$ cat src/rtl/mul_scheduler.sv
// Round-robin scheduler sharing one external pipelined multiplier among N requesters,
// with a credit-limited in-order result FIFO; results appear MUL_LAT+1 cycles after issue at best.
module mul_scheduler #(
    parameter int N       = 4,
    parameter int MUL_LAT = 3,
    parameter int DEPTH   = 4,
    localparam int IDW    = $clog2(N)
) (
    input  logic             clk,
    input  logic             rst_n,
    input  logic [N-1:0]     req_valid,
    input  logic [8*N-1:0]   req_a,
    input  logic [8*N-1:0]   req_b,
    output logic [N-1:0]     req_ready,
    output logic [7:0]       mul_a,
    output logic [7:0]       mul_b,
    input  logic [15:0]      mul_p,
    output logic             res_valid,
    input  logic             res_ready,
    output logic [IDW-1:0]   res_id,
    output logic [15:0]      res_data,
    output logic             busy
);
    localparam int AW = $clog2(DEPTH);
    localparam int CW = $clog2(DEPTH + 1);

    logic [IDW-1:0]   last_grant;
    logic [IDW-1:0]   grant_id;
    logic [IDW-1:0]   cand;
    logic [N-1:0]     grant;
    logic             found;
    logic             credit_ok;
    logic             transfer;
    logic             push;
    logic             pop;
    logic [CW-1:0]    inflight;
    logic [CW-1:0]    fifo_count;
    logic [AW-1:0]    wr_ptr;
    logic [AW-1:0]    rd_ptr;
    logic [MUL_LAT-1:0] tag_vld;
    logic [IDW-1:0]   tag_id [MUL_LAT];
    logic [IDW-1:0]   fifo_id [DEPTH];
    logic [15:0]      fifo_dat [DEPTH];

    // Every issued op owns a FIFO slot until popped, so the FIFO can never overflow.
    assign credit_ok = ({1'b0, inflight} + {1'b0, fifo_count}) < (CW + 1)'(DEPTH);

    always_comb begin
        grant    = '0;
        grant_id = '0;
        cand     = '0;
        found    = 1'b0;
        for (int k = 1; k <= N; k++) begin
            cand = IDW'((int'(last_grant) + k) % N);
            if (!found && req_valid[cand]) begin
                found    = 1'b1;
                grant_id = cand;
            end
        end
        if (found && credit_ok && rst_n) begin
            grant[grant_id] = 1'b1;
        end
    end

    assign req_ready = grant;
    assign transfer  = |(req_valid & grant);
    assign mul_a     = transfer ? req_a[8*grant_id +: 8] : 8'd0;
    assign mul_b     = transfer ? req_b[8*grant_id +: 8] : 8'd0;

    assign push      = tag_vld[MUL_LAT-1];
    assign res_valid = (fifo_count != '0);
    assign pop       = res_valid & res_ready;
    assign res_id    = res_valid ? fifo_id[rd_ptr]  : '0;
    assign res_data  = res_valid ? fifo_dat[rd_ptr] : 16'd0;
    assign busy      = (inflight != '0) | res_valid;

    always_ff @(posedge clk or negedge rst_n) begin
        if (!rst_n) begin
            last_grant <= IDW'(N - 1);
            tag_vld    <= '0;
            for (int k = 0; k < MUL_LAT; k++) begin
                tag_id[k] <= '0;
            end
        end else begin
            if (transfer) begin
                last_grant <= grant_id;
            end
            tag_vld[0] <= transfer;
            tag_id[0]  <= grant_id;
            for (int k = 1; k < MUL_LAT; k++) begin
                tag_vld[k] <= tag_vld[k-1];
                tag_id[k]  <= tag_id[k-1];
            end
        end
    end

    // Storage needs no reset: entries are only visible through a non-zero count.
    always_ff @(posedge clk) begin
        if (push) begin
            fifo_id[wr_ptr]  <= tag_id[MUL_LAT-1];
            fifo_dat[wr_ptr] <= mul_p;
        end
    end

    always_ff @(posedge clk or negedge rst_n) begin
        if (!rst_n) begin
            wr_ptr     <= '0;
            rd_ptr     <= '0;
            fifo_count <= '0;
            inflight   <= '0;
        end else begin
            if (push) wr_ptr <= wr_ptr + AW'(1);
            if (pop)  rd_ptr <= rd_ptr + AW'(1);
            case ({push, pop})
                2'b10:   fifo_count <= fifo_count + CW'(1);
                2'b01:   fifo_count <= fifo_count - CW'(1);
                default: fifo_count <= fifo_count;
            endcase
            case ({transfer, push})
                2'b10:   inflight <= inflight + CW'(1);
                2'b01:   inflight <= inflight - CW'(1);
                default: inflight <= inflight;
            endcase
        end
    end
endmodule

$ cat config.mk
export PLATFORM = sky130hd
export DESIGN_NAME = mul_scheduler
export DESIGN_NICKNAME = d
export VERILOG_FILES = /design/src/rtl/mul_scheduler.sv
export SDC_FILE = /design/constraint.sdc
export NUM_CORES = 1
export LEC_CHECK = 0
export ABC_AREA = 1
export BUFFER_PORTS_ARGS = -buffer_cell sky130_fd_sc_hd__clkbuf_2
export CORE_AREA = 2 2 109 111
export DETAILED_ROUTE_END_ITERATION = 10
export DIE_AREA = 0 0 111 113
export HOLD_SLACK_MARGIN = 0.1
export PLACE_DENSITY = 0.71
export SLEW_MARGIN = 30
export SYNTH_ARGS = -nofsm -noshare
export SYNTH_HDL_FRONTEND = slang
export SYNTH_SLANG_ARGS = --single-unit
$ cat constraint.sdc
create_clock -name clk -period 5.9 [get_ports clk]
set_input_delay 0.885 -clock clk [delete_from_list [all_inputs] [get_ports clk]]
set_output_delay 0.885 -clock clk [all_outputs]
set_load 0.05 [all_outputs]
# Word level (Yosys, flattened, before mapping)
# Memory sizes are Yosys's and may differ from the RTL's.
# Cells that the tools add are included.
# word_totals
ff_bits,21
ram_bits,72
input_bits,87
output_inout_bits,40
n_memories,2
# mem_list
name,words,word_bits,rd,rd_clocked_by_memory_dff,wr,line_no,rtl
fifo_dat,4,16,1,0,1,43,logic [15:0] fifo_dat [DEPTH];
fifo_id,4,2,1,0,1,42,logic [IDW-1:0] fifo_id [DEPTH];
# classes
add_sub_neg,11
order_cmp,7
eq_ne,4
shift,2
n_mux,27
bitwise_logic,3
reduce_logical,14
# ops
op,n
variable part select 32 x 6 -> 8 bit,2
2-to-1 mux 16 bit,1
2-to-1 mux 8 bit,2
< comparator 2 x 3 -> 1 bit (second input constant),5
case mux 3 bit (2 select lines),2
2-to-1 mux 1 bit,11
2-to-1 mux 2 bit,5
adder 2 x 1 -> 2 bit (second input constant),4
binary-select mux 1 bit (select 2 bit),4
adder 3 x 1 -> 3 bit (second input constant),2
logical AND 1 bit,6
nonzero test 3 bit,2
subtractor 3 x 1 -> 3 bit (second input constant),2
adder 2 bit (second input constant),2
adder 3 x 3 -> 4 bit,1
bitwise AND 4 bit,1
equality test 2 x 1 -> 1 bit (second input constant),2
equality test 2 bit (second input constant),2
< comparator 4 x 3 -> 1 bit (second input constant),1
2-to-1 mux 4 bit,1
nonzero test 2 bit,2
OR reduction 4 bit,1
zero test 1 bit,3
demux 1 bit (select 2 bit),1
3 further kinds,3

# Logic depth before layout (Yosys ltp)
# Gate-level depths: netlist (run 1).
# depth
depth_word,22
ltp_mapped,16
depth_no_buf,14

# Least setup slack after synthesis (run 1)
# Ideal clock, no wire load.
# synth_timing
path_type,input-to-output
startpoint,input req_valid[0]
endpoint,output req_ready[1]
arrival_ps,2777
required_time_ps,5015
slack_ps,2238
path_stages,9
n_path_buf,1
path_cell_list,nand2_1 > nand2_1 > nand2_1 > nand2_1 > inv_2 > nand3_4 > nand2_1 > buf_2 > nor3_1
# synth_between
elab_chain_len,17
# synth_rtl
element,line_no,rtl
from (decl),11,"input logic [N-1:0] req_valid,"
binary-select mux 1 bit (select 2 bit),55,if (!found && req_valid[cand]) begin
2-to-1 mux 1 bit (not written as such),55,
2-to-1 mux 1 bit,55,
zero test 1 bit,55,
logical AND 1 bit,55,
2-to-1 mux 1 bit,55,
zero test 1 bit,55,
logical AND 1 bit,55,
2-to-1 mux 1 bit,55,
zero test 1 bit,55,
logical AND 1 bit,55,
2-to-1 mux 2 bit,55,
< comparator 2 x 3 -> 1 bit (not written as such) or >= comparator 2 x 1 -> 1 bit (tied branches),61,grant[grant_id] = 1'b1;
logical AND 1 bit (not written as such),61,
2-to-1 mux 1 bit (not written as such),61,
demux 1 bit (select 2 bit),61,
2-to-1 mux 4 bit *,60,if (found && credit_ok && rst_n) begin
to (decl),14,"output logic [N-1:0] req_ready,"
# Every way passes the cells marked *; elsewhere a longest branch is shown, timed or not. The select of a mux whose other input is x is not followed.

# Worst setup path in the final report (run 1)
# layout_timing
startpoint,register last_grant[0]
endpoint,output mul_b[5]
# layout_between
elab_chain_len,21
# layout_rtl
element,line_no,rtl
from (decl),27,logic [IDW-1:0] last_grant;
from (signal assigned),79,last_grant <= IDW'(N - 1);
from (signal assigned),86,last_grant <= grant_id;
adder 2 x 1 -> 2 bit,54,cand = IDW'((int'(last_grant) + k) % N);
binary-select mux 1 bit (select 2 bit),55,
2-to-1 mux 1 bit (not written as such),55,
2-to-1 mux 1 bit,55,
zero test 1 bit,55,
logical AND 1 bit,55,
2-to-1 mux 1 bit,55,
zero test 1 bit,55,
(+5 left out),-,
< comparator 2 x 3 -> 1 bit (not written as such) or >= comparator 2 x 1 -> 1 bit (tied branches),61,
logical AND 1 bit (not written as such),61,
2-to-1 mux 1 bit (not written as such),61,
demux 1 bit (select 2 bit),61,
2-to-1 mux 4 bit,60,
bitwise AND 4 bit,66,assign transfer = |(req_valid & grant);
OR reduction 4 bit,66,
2-to-1 mux 8 bit *,68,assign mul_b = transfer ? req_b[8*grant_id +: 8] : 8'd0;
to (decl),16,"output logic [7:0] mul_b,"
# Marked as above.

==> results summary, run 1 <==
The die span in y is 113 microns. The most common cell after layout, fill and taps aside is sky130_fd_sc_hd__clkbuf_2. The critical path goes through nand2_1, nand2_2, nand2_1, nand2_1, nand2_2, nand3_2, nand2_1, nor2_1, nand3_1, nand2_1, nor2_1, nor2_1, clkbuf_2.

The placement-stage cell area came out at 0.00544 sq mm. The average instance in the mapped netlist occupies 9.21 sq um. Power spread over the standard cell area amounts to 632 mW/mm^2. The met1 track utilization from global routing came out at 21.7%. The area share of the largest cell type after synthesis came out at 45.3%.

In this run, CTS created clock tree buffers numbering 9. The final-layout setup total negative slack is 0 ns. The synthesis-to-finish area growth is 20.3%.

The chip width came out at 111 microns. Setup violations remaining at the end of the flow were counted as 0. The relative slew slack is 38.6%. The die covers 0.0125 sq mm. The routed length per instance is 14.4 microns. The final critical path time including I/O delays and setup came out at 4.26 ns.

Post-CTS repair changed the size of 0 cells. The total placed cells including tap cells came out at 759. The worst setup path is of the register to output port kind. The min-delay analysis places its worst path in the category register to register. The worst-case clock skew came out at 0.00944 ns. The number of nets in the layout is 724.

The first global-routing pass estimated 18100 microns of wire. Ranked by total cell area, the synthesized netlist is headed by sky130_fd_sc_hd__edfxtp_1, sky130_fd_sc_hd__dfrtp_1, sky130_fd_sc_hd__nand2_1, sky130_fd_sc_hd__nor2_1, sky130_fd_sc_hd__o21ai_0. Timing would allow up to 0.235 GHz.

Synthesis handed over a netlist of 518 instances. The clock network burns 15.5% of the power. The capturing element type of the critical path is an output port. Counting cells, the worst reg-to-reg path comes to 14. The master cell of the clock root buffer is sky130_fd_sc_hd__clkbuf_16.

The total global routing track utilization is 18.1%. The design internal power came out at 1.71 mW. The pin slew with the least headroom to its limit is 0.920 ns. Routability-driven placement finished with a final weighted congestion of 0.892. Of the total power, the share spent switching nets is 53.0%. The half-perimeter wire length after placement came out at 7660 microns. The initial antenna violation count is 0. The post-synthesis instance area is 0.00477 sq mm. Once the floorplan was initialized, standard cells occupied 42.3% of the core. The global-route congestion overflow total is 0. In the routed layout, each cell is associated on average with a via count of 5.08. In this run, the number of DRC markers left after iteration 0 of detailed routing was 187. The master of the slowest instance on the critical path is sky130_fd_sc_hd__dfstp_2.

The buffer levels on the longest clock path is 2. The level count of the clock H-tree is 3. The register-to-register path setup slack is 2.59 ns.

The I/O pin count is 127. Setup repair after global routing left no endpoint under its margin. The data arrival time at the worst-slack endpoint came out at 3.37 ns. The number of global-route vias before repair came out at 3723.

The max-slew violation count is 0. The worst setup path is launched from a register. The clock drives 93 sinks. The cell taking the most area after synthesis is sky130_fd_sc_hd__edfxtp_1. Across the VDD grid, the largest voltage drop is 416 uV. The part of the cycle the worst path needs is 72.2%.

On the final layout, the worst hold slack is 0.347 ns. In this run the most used layer during global routing was met2. The routing usage on met2 is 32.2%. The clock latency on the worst-skew pair is 0.34 ns. The number of placement rows came out at 39. The part of the total power dissipated in sequential elements is 25.7%.

Once detail routing completed, the nets flagged for antenna violations numbered 0. During synthesis, Yosys emitted a total of 0 warnings. The via count of the routed design came out at 3934. The synthesis-stage register bit count is 93. The share of synthesized area occupied by flip-flops and latches came out at 56.4%. The critical path required time is 5.02 ns. In this run the critical register-to-register path is launched from last_grant[0]. The count of fill cells added during filler insertion is 1009.

The area of all placed cells without fillers is 0.00574 sq mm. The number of endpoints with negative hold slack in the final report is 0. The flow ran to the end, and the final reports show no timing, DRC or antenna violations. The maximum number of pins on one net before global-route repair came out at 38.

The leakage dissipation is 2.57 nW. The share of post-route cells with drive strength above 1 is 27.5%. The max capacitance violation total is 0.

The share of total power dissipated in combinational logic is 58.9%. By instance count, the cell type seen most on the critical path is sky130_fd_sc_hd__nand2_1. The first-pass iteration count of the detailed router came out at 6.

The post-CTS repair timing setup buffer count is 0. The number of different library cells in the post-synthesis netlist came out at 30. The endpoint identified for the worst register-to-register timing path is inflight[2]. Once layout is complete, the utilization of the core stands at 51.0%. The path with the worst hold slack has its endpoint at tag_vld[2].

The region available for standard cell placement spans 0.0113 sq mm. The repair_antennas step left the layout with diodes totalling 0. The hold path depth came out at 0.

The maximum fanout encountered on the critical timing path is 26. The number of hold buffers added after CTS is 0. On the worst path, the slowest cell contributes a delay of 0.68 ns.

The count of cells in the finished layout, fillers not included, comes to 775. The global routing usage on met3 is 5.36%. The final wirelength came out at 11200 microns. The library cells used most frequently in the layout, excluding fill and tap cells, are sky130_fd_sc_hd__clkbuf_2, sky130_fd_sc_hd__nand2_1, sky130_fd_sc_hd__nor2_1. In this run the most critical hold path is launched from tag_vld[1]. The detailed-route DRC error count is 0. The register clock-pin slew on the reported worst setup and hold paths is 0.06 ns. The net load switching power is 1.92 mW. TritonCTS built the clock tree. The count of buffers inserted at the top-level ports came out at 126. The post-synth net total is 615.
==> synthesized netlist by cell type <==
library cell / number
sky130_fd_sc_hd__buf_6: 4
sky130_fd_sc_hd__fa_1: 2
sky130_fd_sc_hd__inv_4: 1
sky130_fd_sc_hd__nor2_4: 1
sky130_fd_sc_hd__edfxtp_1: 72
sky130_fd_sc_hd__buf_2: 11
sky130_fd_sc_hd__a21oi_2: 6
sky130_fd_sc_hd__dfstp_2: 2
sky130_fd_sc_hd__clkbuf_1: 13
sky130_fd_sc_hd__xnor2_1: 3
sky130_fd_sc_hd__o21ai_0: 43
sky130_fd_sc_hd__inv_2: 3
sky130_fd_sc_hd__ha_1: 8
sky130_fd_sc_hd__nand3_1: 21
sky130_fd_sc_hd__nor2_1: 85
sky130_fd_sc_hd__nand3_4: 2
sky130_fd_sc_hd__nand4_1: 27
sky130_fd_sc_hd__xor2_1: 3
sky130_fd_sc_hd__dfrtp_1: 19
sky130_fd_sc_hd__inv_1: 22
sky130_fd_sc_hd__nand2_2: 10
sky130_fd_sc_hd__nand3b_1: 1
sky130_fd_sc_hd__nand2_4: 1
sky130_fd_sc_hd__nand2_1: 119
sky130_fd_sc_hd__nor3_1: 6
sky130_fd_sc_hd__buf_4: 3
sky130_fd_sc_hd__a21oi_1: 26
sky130_fd_sc_hd__nor2_2: 1
sky130_fd_sc_hd__clkinv_1: 2
sky130_fd_sc_hd__nand3_2: 1
==> sequential cells by signal, indices dropped and copies added, names as in the netlist <==
register    count
wr_ptr          2
fifo_count      3
rd_ptr          2
tag_vld         3
fifo_id         8
last_grant      2
inflight        3
fifo_dat       64
tag_id          6
==> final cells by class <==
| class | instances | area [sq um] | area share (%) |
|---|---|---|---|
| Sequential cell | 93 | 2690 | 46.8 |
| Multi-Input combinational cell | 366 | 1810 | 31.5 |
| Timing Repair Buffer | 129 | 653 | 11.4 |
| Clock buffer | 12 | 268 | 4.66 |
| Tap cell | 143 | 179 | 3.11 |
| Inverter | 28 | 108 | 1.87 |
| Clock inverter | 4 | 35.0 | 0.610 |
==> power groups by stage <==
stage                     combinational [mW]  clock (mW)  sequential [mW]
after floorplan                         1.82           0            0.883
after global placement                  2.09           0            0.940
after detailed placement                2.14           0            0.945
after CTS                               2.15       0.571            0.933
after global routing                    2.36       0.600            0.949
final                                   2.14       0.562            0.932
==> metal layers <==
| layer | vias to the layer above | part of all wire, % |
|---|---|---|
| met5 | - | 0 |
| met4 | 0 | 1.9 |
| met3 | 16 | 9.0 |
| met2 | 189 | 49 |
| met1 | 1763 | 40 |
| li1 | 1966 | - |
==> through the flow <==
step	power, mW	worst slack (ns)
2_1_floorplan	2.70	2.24
3_3_place_gp	3.03	1.76
3_5_place_dp	3.08	1.71
4_1_cts	3.65	1.60
5_1_grt	3.91	1.28
6_report	3.63	1.64
==> worst max-delay path, delay by kind of cell, from the launching register on <==
kind	cells	cell delay [ns]
buffers and inverters	1	0.32
flip-flops	1	0.68
AND/OR/NAND/NOR	12	2.01
==> logic make-up (layout without fill, tap and decap cells) <==
logic type,after synthesis,in the layout,synth area share [%]
AND/OR/NAND/NOR,275,275,25.4
AO/OA/AOI/OAI,75,75,8.34
buffers and inverters,59,173,5.85
XOR/XNOR,6,6,1.10
flip-flops,93,93,56.4
adder cells (fa/ha/maj),10,10,2.94
==> worst max path at each step <==
stage	start	endpoint	slack, ns
2_1_floorplan	req_valid[0]	req_ready[1]	2.24
3_3_place_gp	req_valid[0]	mul_b[5]	1.76
3_5_place_dp	req_valid[2]	mul_b[5]	1.71
4_1_cts	last_grant[0]	mul_b[5]	1.60
5_1_grt	last_grant[0]	mul_b[5]	1.28
6_report	last_grant[0]	mul_b[5]	1.64
Power figures use the tool's default switching activity.
==> run 2: changes to the inputs <==
==> constraint.sdc (replaced) <==
create_clock -name clk -period 4.1 [get_ports clk]
set_input_delay 0.615 -clock clk [delete_from_list [all_inputs] [get_ports clk]]
set_output_delay 0.615 -clock clk [all_outputs]
set_load 0.05 [all_outputs]
==> run 2 against run 1 <==
  * Design area up 0.96%
  * Via count increased by 3.0%
  * Non-clock buffer count increased by 5
  * Sequential cell count unchanged
  * Die area stayed put
  * Largest power group unchanged
  * Wire length up 5.0%
  * Highest routed layer unchanged
  * First-iteration DRC count rose by 10%
  * Combinational power up 46%
  * Hold slack worse by 0.11 ns
  * Final cell count increased by 0.65%
  * Count of clock-buffer cells in the layout shrank 3
  * Sequential power grew 44%
==> results summary, run 2 (synthesized netlist as in run 1, its figures left out) <==
The run finished with clean final reports. The effective utilization at floorplan came to 42.3% (unchanged). By instance count, the cell type seen most on the critical path is sky130_fd_sc_hd__nand2_1.

The clock latency on the worst-skew pair is 0.33 ns (about the same). The area enclosed by the die boundary was 0.0125 sq mm (unchanged). The master cell of the clock root buffer is sky130_fd_sc_hd__clkbuf_16.

The count of buffering cells on the critical path with inverters included was 3 (+2). The category of the most critical setup path is register to output port. The routed metal-1 wirelength came out at 4880 microns (+9.6%).

The chip width came out at 111 microns (unchanged). The slack of the critical path came out at 0.315 ns (-1.33 ns). The data arrival time at the worst-slack endpoint came to 3.17 ns (-0.20 ns). The min-delay analysis places its worst path in the category input pin to async pin. The max capacitance violation total was 0 (unchanged).

The routability congestion estimate from global placement is 0.889 (-0.27%). The routed length per instance is 15.1 microns (+4.4%). The area of the multi-input gates came out at 0.00181 sq mm (-0.14%). The worst-case clock skew is 0.00544 ns (-0.00400 ns). The maximum ir drop on the vdd rail is 494 uV (+19%). The I/O pin count is 127 (unchanged).

The post-CTS repair timing setup buffer count is 0 (unchanged). The synthesis-to-finish area growth is 21.5%. The master of the slowest instance on the critical path is sky130_fd_sc_hd__dfstp_2. In this run the top signal layer used is met4. The largest stage delay on the critical path is 0.67 ns (about the same).

The total inserted antenna cells is 0 (unchanged). The maximum fanout encountered on the critical timing path is 26 (unchanged). The final-layout setup total negative slack was 0 ns (unchanged).

The routed wire length on met3 came out at 720 microns (-29%). The maximum clock rate came out at 0.264 GHz. The buffer levels on the longest clock path is 2 (unchanged). The detailed router's first-iteration violation count is 206 (+10%).

The max-slew violation count is 0 (unchanged). The maximum number of pins on one net before global-route repair is 38 (unchanged). The library cell used most frequently in the layout, excluding fill and tap cells, is sky130_fd_sc_hd__clkbuf_2. The number of routed nets with antenna violations came out at 0 (unchanged). The register clock-pin slew on the reported worst setup and hold paths came to 0.07 ns (about the same). The worst register-to-register path begins at last_grant[0].

The detailed-routed wire length on met2 is 5900 microns (+7.1%). The first-pass GRT wire length came to 18500 microns (+2.6%). The initial antenna violation count came out at 0 (unchanged). The top cell types in the final layout, fill and taps aside, are sky130_fd_sc_hd__clkbuf_2, sky130_fd_sc_hd__nand2_1, sky130_fd_sc_hd__nor2_1. The final critical path time including I/O delays and setup came out at 3.78 ns. The global-route congestion overflow total is 0 (unchanged). The half-perimeter wire length after placement came out at 8040 microns (+4.9%). The number of nets in the layout came out at 729 (+0.69%). The register with the most flip-flops in the final layout is fifo_dat. The first-pass iteration count of the detailed router was 5 (-1). TritonCTS built the clock tree. The detailed-route DRC error count was 0 (unchanged). The part of the cycle the worst path needs is 92.3%. The number of buffers created by CTS is 9 (unchanged). The largest registers in the layout are fifo_dat x64, fifo_id x8, tag_id x6.

The leakage dissipation came out at 2.60 nW (+1.0%). The count of buffers inserted at the top-level ports is 126 (unchanged). The ratio of routed vias to standard cells came out at 5.19 (+2.3%). The count of final setup violators is 0 (unchanged). The worst setup path is captured at an output port. The pin slew with the least headroom to its limit is 0.909 ns (-0.0109 ns). The die span in y came to 113 microns (unchanged). The relative slew slack came out at 39.1% (+0.46 points). The number of placement rows came out at 39 (unchanged).

The number of clock sinks is 93 (unchanged). The quantity of gates resized following cts came out at 0 (unchanged). The number of global-route vias before repair came out at 3907 (+4.9%).

The total global routing track utilization came out at 18.6% (+0.49 points). The critical path starts at last_grant[0]. The worst slack at placement is 0.623 ns (-1.08 ns). The number of endpoints with negative hold slack in the final report was 0 (unchanged).

The number of flip-flops under the largest register name came out at 64 (unchanged). The via count of the routed design came out at 4051 (+3.0%). Setup repair after global routing left no endpoint under its margin. The count of fill cells added during filler insertion is 1019 (+0.99%). The number of hold buffers added after CTS is 0 (unchanged).

The sequential cell area is 0.00269 sq mm (unchanged). On the critical path the largest part of the delay comes from simple AND/OR/NAND/NOR gates. The critical path required time came out at 3.48 ns (-1.54 ns). The core area was 0.0113 sq mm (unchanged).

The total power per unit cell area came out at 924 mW/mm^2 (+46%). STA classifies the critical path startpoint as a register. The final wirelength is 11700 microns (+5.0%). The level count of the clock H-tree is 3 (unchanged). The share of post-route cells with drive strength above 1 is 27.9% (+0.41 points). The signal on the critical path passes through inv_4, nand2_1, nand2_1, nand2_2, nand2_2, inv_2, nand2_2, nand2_4, nand2_1, nor2_1, nand3_1, nand2_1, nor2_1, nor2_1, clkbuf_2.
[run 2: layer usage]
layer / vias up / track usage (%)
met2: 173 / 33.4
li1: 1983 / -
met4: 0 / 7.33
met5: - / 0
met1: 1878 / 22.2
met3: 17 / 3.59
[run 2: report_power, final]
group / internal [mW] / switching [mW]
clock: 0.536 / 0.344
combinational: 0.819 / 2.32
sequential: 1.20 / 0.142
total: 2.55 / 2.80
[run 2: path summary, 6_finish.rpt]
| kind | endpoint | slack, ns | cells past startpoint |
|---|---|---|---|
| max in group asynchronous | last_grant[1] | 3.58 | 2 |
| max reg2reg | inflight[2] | 1.00 | 15 |
| min in group clk | tag_vld[2] | 0.35 | 0 |
| min | inflight[0] | 0.23 | 2 |
| min reg2reg | tag_vld[2] | 0.35 | 0 |
| max | mul_b[5] | 0.32 | 15 |
[run 2: layout make-up]
type                    count  area share, %
multi-input cells         366           31.2
clock buffers               9           3.88
inverters                  28           1.86
repair buffers            134           11.9
clock inverters             7           1.68
flip-flops and latches     93           46.4
well taps                 143           3.09
[run 2: metrics by stage]
stage | instance area (sq um) | power, mW | utilization [%] | instances | hold slack [ns]
3_3_place_gp | 5480 | 4.40 | 48.6 | 764 | 0.334
6_report | 5800 | 5.36 | 51.4 | 780 | 0.234
5_1_grt | 5800 | 5.74 | 51.4 | 780 | 0.262
2_1_floorplan | 4770 | 3.89 | - | 518 | 0.319
4_1_cts | 5800 | 5.37 | 51.4 | 780 | 0.242
3_5_place_dp | 5480 | 4.47 | 48.6 | 764 | 0.335
[run 2: worst reg2reg max path: stages (launching register included)]
cell and delay, ns:
sky130_fd_sc_hd__dfstp_2 0.67, sky130_fd_sc_hd__inv_4 0.09, sky130_fd_sc_hd__nand2_1 0.07, sky130_fd_sc_hd__nand2_1 0.08, sky130_fd_sc_hd__nand2_2 0.12, sky130_fd_sc_hd__nand2_2 0.09, sky130_fd_sc_hd__nor2_4 0.13, sky130_fd_sc_hd__nand3_4 0.29
sky130_fd_sc_hd__nand2_1 0.19, sky130_fd_sc_hd__buf_4 0.22, sky130_fd_sc_hd__ha_1 0.18, sky130_fd_sc_hd__inv_1 0.06, sky130_fd_sc_hd__fa_1 0.37, sky130_fd_sc_hd__a21oi_1 0.15, sky130_fd_sc_hd__o21ai_0 0.12, sky130_fd_sc_hd__xor2_1 0.16
==> run 3: changes to the inputs <==
--- a/config.mk
+++ b/config.mk
@@ -10,6 +10,7 @@
 export CORE_AREA = 2 2 109 111
 export DETAILED_ROUTE_END_ITERATION = 10
 export DIE_AREA = 0 0 111 113
+export GPL_TIMING_DRIVEN = 0
 export HOLD_SLACK_MARGIN = 0.1
 export PLACE_DENSITY = 0.71
 export SLEW_MARGIN = 30
==> run 3 against run 2 <==
  * Non-clock buffer count is 23 higher
  * Register-to-register slack is essentially flat
  * First-iteration DRC count grew 31%
  * Critical path depth is the same
  * Critical path type unchanged
  * Design area grew 1.1%
  * Global-route usage is 0.71 points higher
==> results summary, run 3 (synthesized netlist as in run 1, its figures left out) <==
The register clock-pin slew on the reported worst setup and hold paths is 0.07 ns (about the same). The detailed-route DRC error count came out at 0 (unchanged). The worst slack at placement is 0.946 ns (+0.323 ns).

The level count of the clock H-tree came out at 3 (unchanged). The clock latency on the worst-skew pair came to 0.34 ns (about the same). The flow ran to the end, and the final reports show no timing, DRC or antenna violations. The quantity of gates resized following cts came to 0 (unchanged).

The number of buffers created by CTS came out at 9 (unchanged). The global-route congestion overflow total is 0 (unchanged). The total inserted antenna cells came to 0 (unchanged). The routability congestion estimate from global placement was 0.946 (+6.4%).

The maximum number of pins on one net before global-route repair came out at 23 (-39%). The critical path required time came out at 3.48 ns (about the same). The max capacitance violation total is 0 (unchanged). The effective utilization at floorplan came out at 42.3% (unchanged). The final wirelength came to 12100 microns (+2.6%). The share of post-route cells with drive strength above 1 is 28.5% (+0.54 points). The die span in y came out at 113 microns (unchanged).

The category of the most critical setup path is register to output port. The via count of the routed design came out at 4136 (+2.1%). In the layout the commonest cells are sky130_fd_sc_hd__clkbuf_2, sky130_fd_sc_hd__nand2_1, sky130_fd_sc_hd__nor2_1. The number of nets in the layout is 752 (+3.2%). The maximum clock rate came out at 0.297 GHz (+12%). The switching share of power came out at 53.1% (+0.80 points).

The leakage dissipation came out at 2.63 nW (+1.2%). The pin slew with the least headroom to its limit is 0.812 ns (-0.0974 ns). The count of buffers inserted at the top-level ports came out at 126 (unchanged). The slack of the critical path is 0.729 ns (+0.414 ns). The I/O pin count is 127 (unchanged).

The number of placement rows is 39 (unchanged). The relative slew slack was 45.8% (+6.8 points). The core area is 0.0113 sq mm (unchanged). The area enclosed by the die boundary is 0.0125 sq mm (unchanged). The initial antenna violation count came out at 0 (unchanged).

The number of routed nets with antenna violations is 0 (unchanged). The chip width came out at 111 microns (unchanged). The max-slew violation count came out at 0 (unchanged). The number of endpoints with negative hold slack in the final report came out at 0 (unchanged). The routed length per instance came out at 15.0 microns (-0.35%). The worst-case clock skew is 0.00997 ns (+0.00453 ns). The count of final setup violators came out at 0 (unchanged). The library cell used most frequently in the layout, excluding fill and tap cells, is sky130_fd_sc_hd__clkbuf_2.

The largest registers in the layout are fifo_dat x64, fifo_id x8, tag_id x6. The half-perimeter wire length after placement came to 8840 microns (+9.9%). Broken down by cell family, the worst path's largest delay share belongs to simple AND/OR/NAND/NOR gates.

The critical path goes through buf_6, inv_4, nand2_2, nand2_2, nand2_2, nand2_1, nor2_4, nand3_4, nand3_4, buf_6, nand2_1, nand2_1, nand2_1, a21oi_1, clkbuf_2. The final critical path time including I/O delays and setup is 3.37 ns (-0.414 ns). The part of the total power dissipated in sequential elements is 23.3% (-1.8 points). The register-to-register path setup slack came out at 1.01 ns (about the same). The post-CTS repair timing setup buffer count came out at 0 (unchanged). Among the stages of the critical path, the cell type that occurs most often is sky130_fd_sc_hd__nand2_1. The maximum fanout encountered on the critical timing path came to 10 (-62%).

The ratio of routed vias to standard cells came out at 5.15 (-0.83%). The number of hold buffers added after CTS was 0 (unchanged). The net load switching power came out at 2.90 mW (+3.6%). The number of flip-flops under the largest register name is 64 (unchanged). The first-pass GRT wire length came out at 19200 microns (+3.5%).

The tree is rooted in a sky130_fd_sc_hd__clkbuf_16. The count of buffering cells on the critical path with inverters included is 4 (+1). The worst setup path is launched from a register.

The number of clock sinks came out at 93 (unchanged). The clock group share of total power came out at 14.2% (-2.2 points). The total power per unit cell area is 931 mW/mm^2 (+0.84%). The total global routing track utilization is 19.3% (+0.71 points). The final-layout setup total negative slack was 0 ns (unchanged). The buffer levels on the longest clock path is 2 (unchanged). The worst hold path belongs to the class input pin to async pin. Ranked by flip-flop count, first place goes to fifo_dat. Setup repair after global routing left no endpoint under its margin. The largest stage delay on the critical path came to 0.52 ns (-0.15 ns).

TritonCTS built the clock tree. The design internal power was 2.56 mW (+0.28%). The part of the cycle the worst path needs came out at 82.2% (-10 points). The capturing element type of the critical path is an output port. The maximum ir drop on the vdd rail is 618 uV (+25%).

The first-pass iteration count of the detailed router came out at 4 (-1). The number of global-route vias before repair is 4025 (+3.0%). The synthesis-to-finish area growth is 22.9%. The largest individual stage delay along the critical path comes from the cell sky130_fd_sc_hd__dfstp_2. The data arrival time at the worst-slack endpoint is 2.76 ns (-0.41 ns).

The combinational power share is 62.5% (+4.0 points). The detailed router's first-iteration violation count is 270 (+31%).
==> run 3: layer usage <==
layer  up-vias  share of wire (%)  GRT usage, %
met5         -                  0             0
met4         0                3.4          9.58
met3        32                7.6          4.02
met2       218                 49          33.7
met1      1862                 40          22.9
li1       2024                  -             -
==> run 3: final timing paths <==
kind / cells after the start / start / endpoint
setup / recovery: 15 / last_grant[0] / mul_a[3]
hold / removal: 1 / rst_n / tag_vld[1]
setup reg to reg: 16 / last_grant[0] / inflight[2]
hold reg to reg: 0 / tag_id[5] / tag_id[3]
max in group asynchronous: 1 / rst_n / last_grant[1]
min in group clk: 0 / tag_id[5] / tag_id[3]
==> run 3: through the flow <==
step           util [%]  power [mW]  std cells  area [sq um]  hold slack, ns
6_report           52.0        5.46        803          5870           0.249
5_1_grt            52.0        5.85        803          5870           0.283
4_1_cts            52.0        5.48        803          5870           0.252
2_1_floorplan         -        3.89        518          4770           0.319
3_5_place_dp       49.5        4.70        787          5580           0.337
3_3_place_gp       49.5        4.64        787          5580           0.333
==> run 3: cell type report <==
cell class,instances,area (sq um)
clock inverters,7,57.6
plain buffers,31,171
fillers,1022,5410
inverters,28,108
clock buffers,9,225
flip-flops and latches,93,2690
well taps,143,179
multi-input cells,366,1800
repair buffers,126,631
==> run 3: power by group through the flow <==
stage          logic (mW)  registers (mW)  clock network (mW)
4_1_cts              3.42            1.27               0.788
3_3_place_gp         3.35            1.28                   0
5_1_grt              3.73            1.29               0.828
6_report             3.41            1.27               0.775
2_1_floorplan        2.61            1.27                   0
3_5_place_dp         3.41            1.29                   0
